## src/rtl/rotary_pkg.sv

```systemverilog
// Shared types and defaults for the quadrature rotary encoder decoder.
// The low two bits of each step state equal the filtered {a,b} pair.
package rotary_pkg;

  localparam int CNT_W_DEF  = 8;
  localparam int FILT_N_DEF = 4;

  typedef enum logic [2:0] {
    INIT = 3'b100,
    S00  = 3'b000,
    S01  = 3'b001,
    S11  = 3'b011,
    S10  = 3'b010
  } quad_state_t;

  function automatic quad_state_t ab_to_state(input logic [1:0] ab);
    quad_state_t s;
    case (ab)
      2'b00:   s = S00;
      2'b01:   s = S01;
      2'b11:   s = S11;
      default: s = S10;
    endcase
    return s;
  endfunction

endpackage

```

## src/rtl/input_filter.sv

```systemverilog
// Two-flop synchronizer followed by a stability filter: the output follows
// the synchronized level only after it has differed for FILT_N clocks in a row.
module input_filter #(
  parameter int FILT_N = 4
) (
  input  logic clk,
  input  logic reset,
  input  logic raw,
  output logic filt
);

  logic       sync1_reg;
  logic       sync2_reg;
  logic [7:0] cnt_reg;

  always_ff @(posedge clk or posedge reset) begin
    if (reset) begin
      sync1_reg <= 1'b0;
      sync2_reg <= 1'b0;
      cnt_reg   <= '0;
      filt      <= 1'b0;
    end else begin
      sync1_reg <= raw;
      sync2_reg <= sync1_reg;
      // Any return to the current output level restarts the count.
      if (sync2_reg == filt) begin
        cnt_reg <= '0;
      end else if (cnt_reg == 8'(FILT_N - 1)) begin
        filt    <= sync2_reg;
        cnt_reg <= '0;
      end else begin
        cnt_reg <= cnt_reg + 8'd1;
      end
    end
  end

endmodule

```

## src/rtl/rotary_decoder.sv

```systemverilog
// Quadrature rotary encoder decoder with x4 counting, illegal-jump detection
// and a debounced push-button press pulse. All outputs are registered.
module rotary_decoder
  import rotary_pkg::*;
#(
  parameter int CNT_W  = CNT_W_DEF,
  parameter int FILT_N = FILT_N_DEF
) (
  input  logic                    clk,
  input  logic                    reset,
  input  logic                    enc_a,
  input  logic                    enc_b,
  input  logic                    enc_sw,
  input  logic                    clr,
  output logic signed [CNT_W-1:0] pos,
  output logic                    dir,
  output logic                    step_tick,
  output logic                    err_tick,
  output logic                    press_tick
);

  localparam int INIT_CYC = FILT_N + 2;
  localparam int IW       = $clog2(INIT_CYC + 1);

  logic [2:0]    raw_vec;
  logic [2:0]    filt_vec;
  logic [1:0]    ab;
  logic [1:0]    prev_ab;
  logic [1:0]    diff;
  logic          cw;
  logic          sw_prev_reg;
  logic [IW-1:0] init_cnt_reg;
  quad_state_t   state_reg;

  assign raw_vec = {enc_sw, enc_a, enc_b};

  for (genvar gi = 0; gi < 3; gi++) begin : g_filt
    input_filter #(.FILT_N(FILT_N)) u_filt (
      .clk   (clk),
      .reset (reset),
      .raw   (raw_vec[gi]),
      .filt  (filt_vec[gi])
    );
  end

  assign ab      = filt_vec[1:0];
  assign prev_ab = state_reg[1:0];
  assign diff    = ab ^ prev_ab;
  // Clockwise is 00->10->11->01->00: new A always differs from old B.
  assign cw      = ab[1] ^ prev_ab[0];

  always_ff @(posedge clk or posedge reset) begin
    if (reset) begin
      state_reg    <= INIT;
      init_cnt_reg <= '0;
      sw_prev_reg  <= 1'b0;
      pos          <= '0;
      dir          <= 1'b0;
      step_tick    <= 1'b0;
      err_tick     <= 1'b0;
      press_tick   <= 1'b0;
    end else begin
      step_tick   <= 1'b0;
      err_tick    <= 1'b0;
      press_tick  <= filt_vec[2] & ~sw_prev_reg;
      sw_prev_reg <= filt_vec[2];
      if (init_cnt_reg != IW'(INIT_CYC))
        init_cnt_reg <= init_cnt_reg + IW'(1);
      if (clr)
        pos <= '0;

      if (state_reg == INIT) begin
        // Wait until the filters have settled on the resting levels.
        if (init_cnt_reg == IW'(INIT_CYC))
          state_reg <= ab_to_state(ab);
      end else if (diff == 2'b11) begin
        err_tick  <= 1'b1;
        state_reg <= ab_to_state(ab);
      end else if (diff != 2'b00) begin
        step_tick <= 1'b1;
        dir       <= cw;
        state_reg <= ab_to_state(ab);
        if (!clr)
          pos <= cw ? pos + CNT_W'(1) : pos - CNT_W'(1);
      end
    end
  end

endmodule

```

## config.mk

```make
export PLATFORM = sky130hd
export DESIGN_NAME = rotary_decoder
export DESIGN_NICKNAME = d
export VERILOG_FILES = /design/src/rtl/rotary_pkg.sv /design/src/rtl/input_filter.sv /design/src/rtl/rotary_decoder.sv
export SDC_FILE = /design/constraint.sdc
export NUM_CORES = 1
export LEC_CHECK = 0
export CAP_MARGIN = 20
export CORE_ASPECT_RATIO = 0.5
export CORE_MARGIN = 3
export CORE_UTILIZATION = 50
export DETAILED_ROUTE_END_ITERATION = 8
export PLACE_DENSITY = 0.77
export SLEW_MARGIN = 20
export SYNTH_ARGS = -nofsm -noshare
export SYNTH_HDL_FRONTEND = slang
export SYNTH_SLANG_ARGS = --single-unit
```

## constraint.sdc

```tcl
create_clock -name clk -period 2.7 [get_ports clk]
set_input_delay 0.54 -clock clk [delete_from_list [all_inputs] [get_ports clk]]
set_output_delay 0.54 -clock clk [all_outputs]
set_load 0.05 [all_outputs]
```

==> impl_metrics.yaml <==
clock_tree:
  tritoncts: "built"
  post_cts_buffers: 0
  numCtsBuffers: 5
  path_clk_slew_ps: 90
  insertion_delay_ps: 300
  cts_max_path_buffers: 2
  hold_buffers: 0
  htreeDepth: 2
  cts_resized: 0
  cts.sink_count: 52
  cts_root_buf: "clkbuf_8"
die:
  die-width_um: 105
  die_area_um2: 5790
  std_cell_rows: 17
  ioPinCount: 18
  core_area_um2: 4550
  initial_core_util_pct: 53.5
  die_y_um: 55.3
pwr:
  leakagePower_nw: 1.25
  max-vdd-ir-drop_mv: 0.461
  power_density_nw_per_um2: 1070
worst_setup_path:
  cp-end-kind: "output port"
  worstSetupPathType: "register to output port"
  start_kind: "register"
  timing.rr.end: "pos[2]"
  worstPathRequired_ps: 2160
  ff2ff_setup_slack_ps: 530
  crit_family: "buffers and inverters"
  slowest_delay_ps: 880
  arrival_ps: 1740
  path_cells: "clkdlybuf4s50_1"
  path_max_fanout: 10
  cp_slowest_cell: "clkdlybuf4s50_1"
  reg2regPathDepth: 6
  reg2reg_from: "g_filt[1].u_filt.filt"
  cp.buffers_inverters: 1
routing:
  dr.pass1.iters: 4
  drt_iter0_markers: 69
  wirelength_mm: 4.02
  antenna_left: 0
  drc: 0
  viasPerCell: 5.19
  route.detailed.wl_per_inst_um: 12.8
  vias: 1630
global_routing:
  grt_max_degree: 32
  antenna_found_initial: 0
  grt.total_usage_pct: 15.2
  grt_overflow_total: 0
  grt_pass1_vias: 1585
  grt_pass1_wl_mm: 7.22
cells_and_area:
  nets: 261
  final_common_cell: "dfrtp_1"
  synthToLayoutAreaGrowth_pct: 13.7
  mostFrequentLayoutCells: "51 x dfrtp_1, 32 x nor2_1, 20 x xor2_1, 20 x nand3_1, 17 x clkdlybuf4s50_1"
  antenna_cells: 0
  largest_reg_flops: 24
  post-route-util_pct: 60.8
  drive_gt1_share_pct: 10.9
  layoutNonFillerInstCount: 314
  fin_area_um2: 2770
logic_synthesis:
  yosysTopAreaCell: "dfrtp_1"
  yosysTopAreaCellShare_pct: 52.4
  synth.area.top_cells: "dfrtp_1 52%, xor2_1 7.2%, nor2_1 4.9%"
  synth_nets: 240
  ys_seq_area_share_pct: 53.5
  synthesis.area_um2: 2430
  yosys_register_bits: 52
  avgSynthCellArea_um2: 10.8
  synth_cell_types: 35
  synth_warnings: 0
  synthesis.instances: 226
worst_hold_path:
  hold_path.class: "register to register"
  min_to: "g_filt[0].u_filt.sync2_reg"
  whs_path_depth: 0
  worstHoldStart: "g_filt[0].u_filt.sync1_reg"
timing:
  worst_slew_pin_slew_ps: 600
  max_slew_margin_pct: 60.0
  fin_skew_ps: 4.90
  finalCriticalPeriod_ps: 2280
  setup_tns_ps: 0
  finalSetupViolations: 0
  setup_ws_ps: 421
  final_max_slew_viol_count: 0
  fin_crit_sh_pct: 84.4
  finalHoldViolations: 0
  max_freq_ghz: 0.439
  rsz0062_at_grt: "no"
place:
  io_buffers: 17
  dpl-instance-area_um2: 2680
  dp_cells: 306
  place_congestion: 0.818
  place_hpwl_mm: 2.91
  place_ws_ps: 547
flow_run:
  maxCapViolations: 0
status:
  status: "completed"
-- cell usage after synthesis --
master and number:
buf_6 1, ha_1 8, nand3b_1 1, a21o_1 1
o21ai_0 2, clkbuf_1 3, mux2_2 9, a21oi_2 1
or3b_1 1, nand2_2 1, dfstp_2 1, xnor2_1 6
nor2_1 32, mux2i_1 1, nor2b_1 6, xor2_2 1
and2_2 2, nand3_1 20, a21oi_1 8, buf_2 1
or3_1 2, nand4_1 4, dfrtp_1 51, xnor2_2 1
inv_1 5, and3_1 11, nor4b_1 3, and2_1 1
nand2_1 11, a31oi_2 1, nor4_1 3, nor3_1 5
nor3b_1 1, xor2_1 20, and4_1 1
-- power by group --
| part | total [mW] | switching [mW] | internal (mW) |
|---|---|---|---|
| logic | 1.35 | 0.783 | 0.567 |
| registers | 1.17 | 0.210 | 0.955 |
| clock network | 0.450 | 0.242 | 0.209 |
-- per-layer routing --
layer	vias to the layer above	track usage, %	routed length [um]
met4	0	4.49	51
met2	42	24.2	1840
li1	805	-	-
met1	776	20.3	1910
met3	7	4.32	217
met5	-	0	0
-- worst max-delay path by stage --
stage / depth (start not counted) / from / to
after floorplan: 6 / pos[1] / pos[2]
after global placement: 6 / g_filt[1].u_filt.filt / pos[2]
after detailed placement: 6 / g_filt[1].u_filt.filt / pos[2]
after CTS: 1 / pos[1] / pos[1]
after global routing: 1 / pos[1] / pos[1]
final: 1 / pos[1] / pos[1]
-- through the flow --
step | hold WS, ps | total power, mW
5_1_grt | 382 | 3.19
4_1_cts | 358 | 3.00
3_3_place_gp | 334 | 2.49
6_report | 355 | 2.96
3_5_place_dp | 336 | 2.54
2_1_floorplan | 331 | 2.19
-- layout make-up --
cell class / instances / area (um^2)
clock buffers: 7 / 86.3
inverters: 5 / 18.8
well taps: 66 / 82.6
repair buffers: 19 / 185
clock inverters: 1 / 7.51
multi-input cells: 164 / 1090
fillers: 383 / 1780
flip-flops and latches: 52 / 1300
-- kinds of logic (layout without fill, tap and decap cells) --
logic type,Yosys count,count (layout),synth area share [%]
fa+ha+maj,8,8,4.11
buf+inv,10,32,1.90
simple gates,105,105,22.0
xor+xnor,28,28,10.7
mux,10,10,4.57
compound gates,13,13,3.24
flops,52,52,53.5
Power figures use the tool's default switching activity.
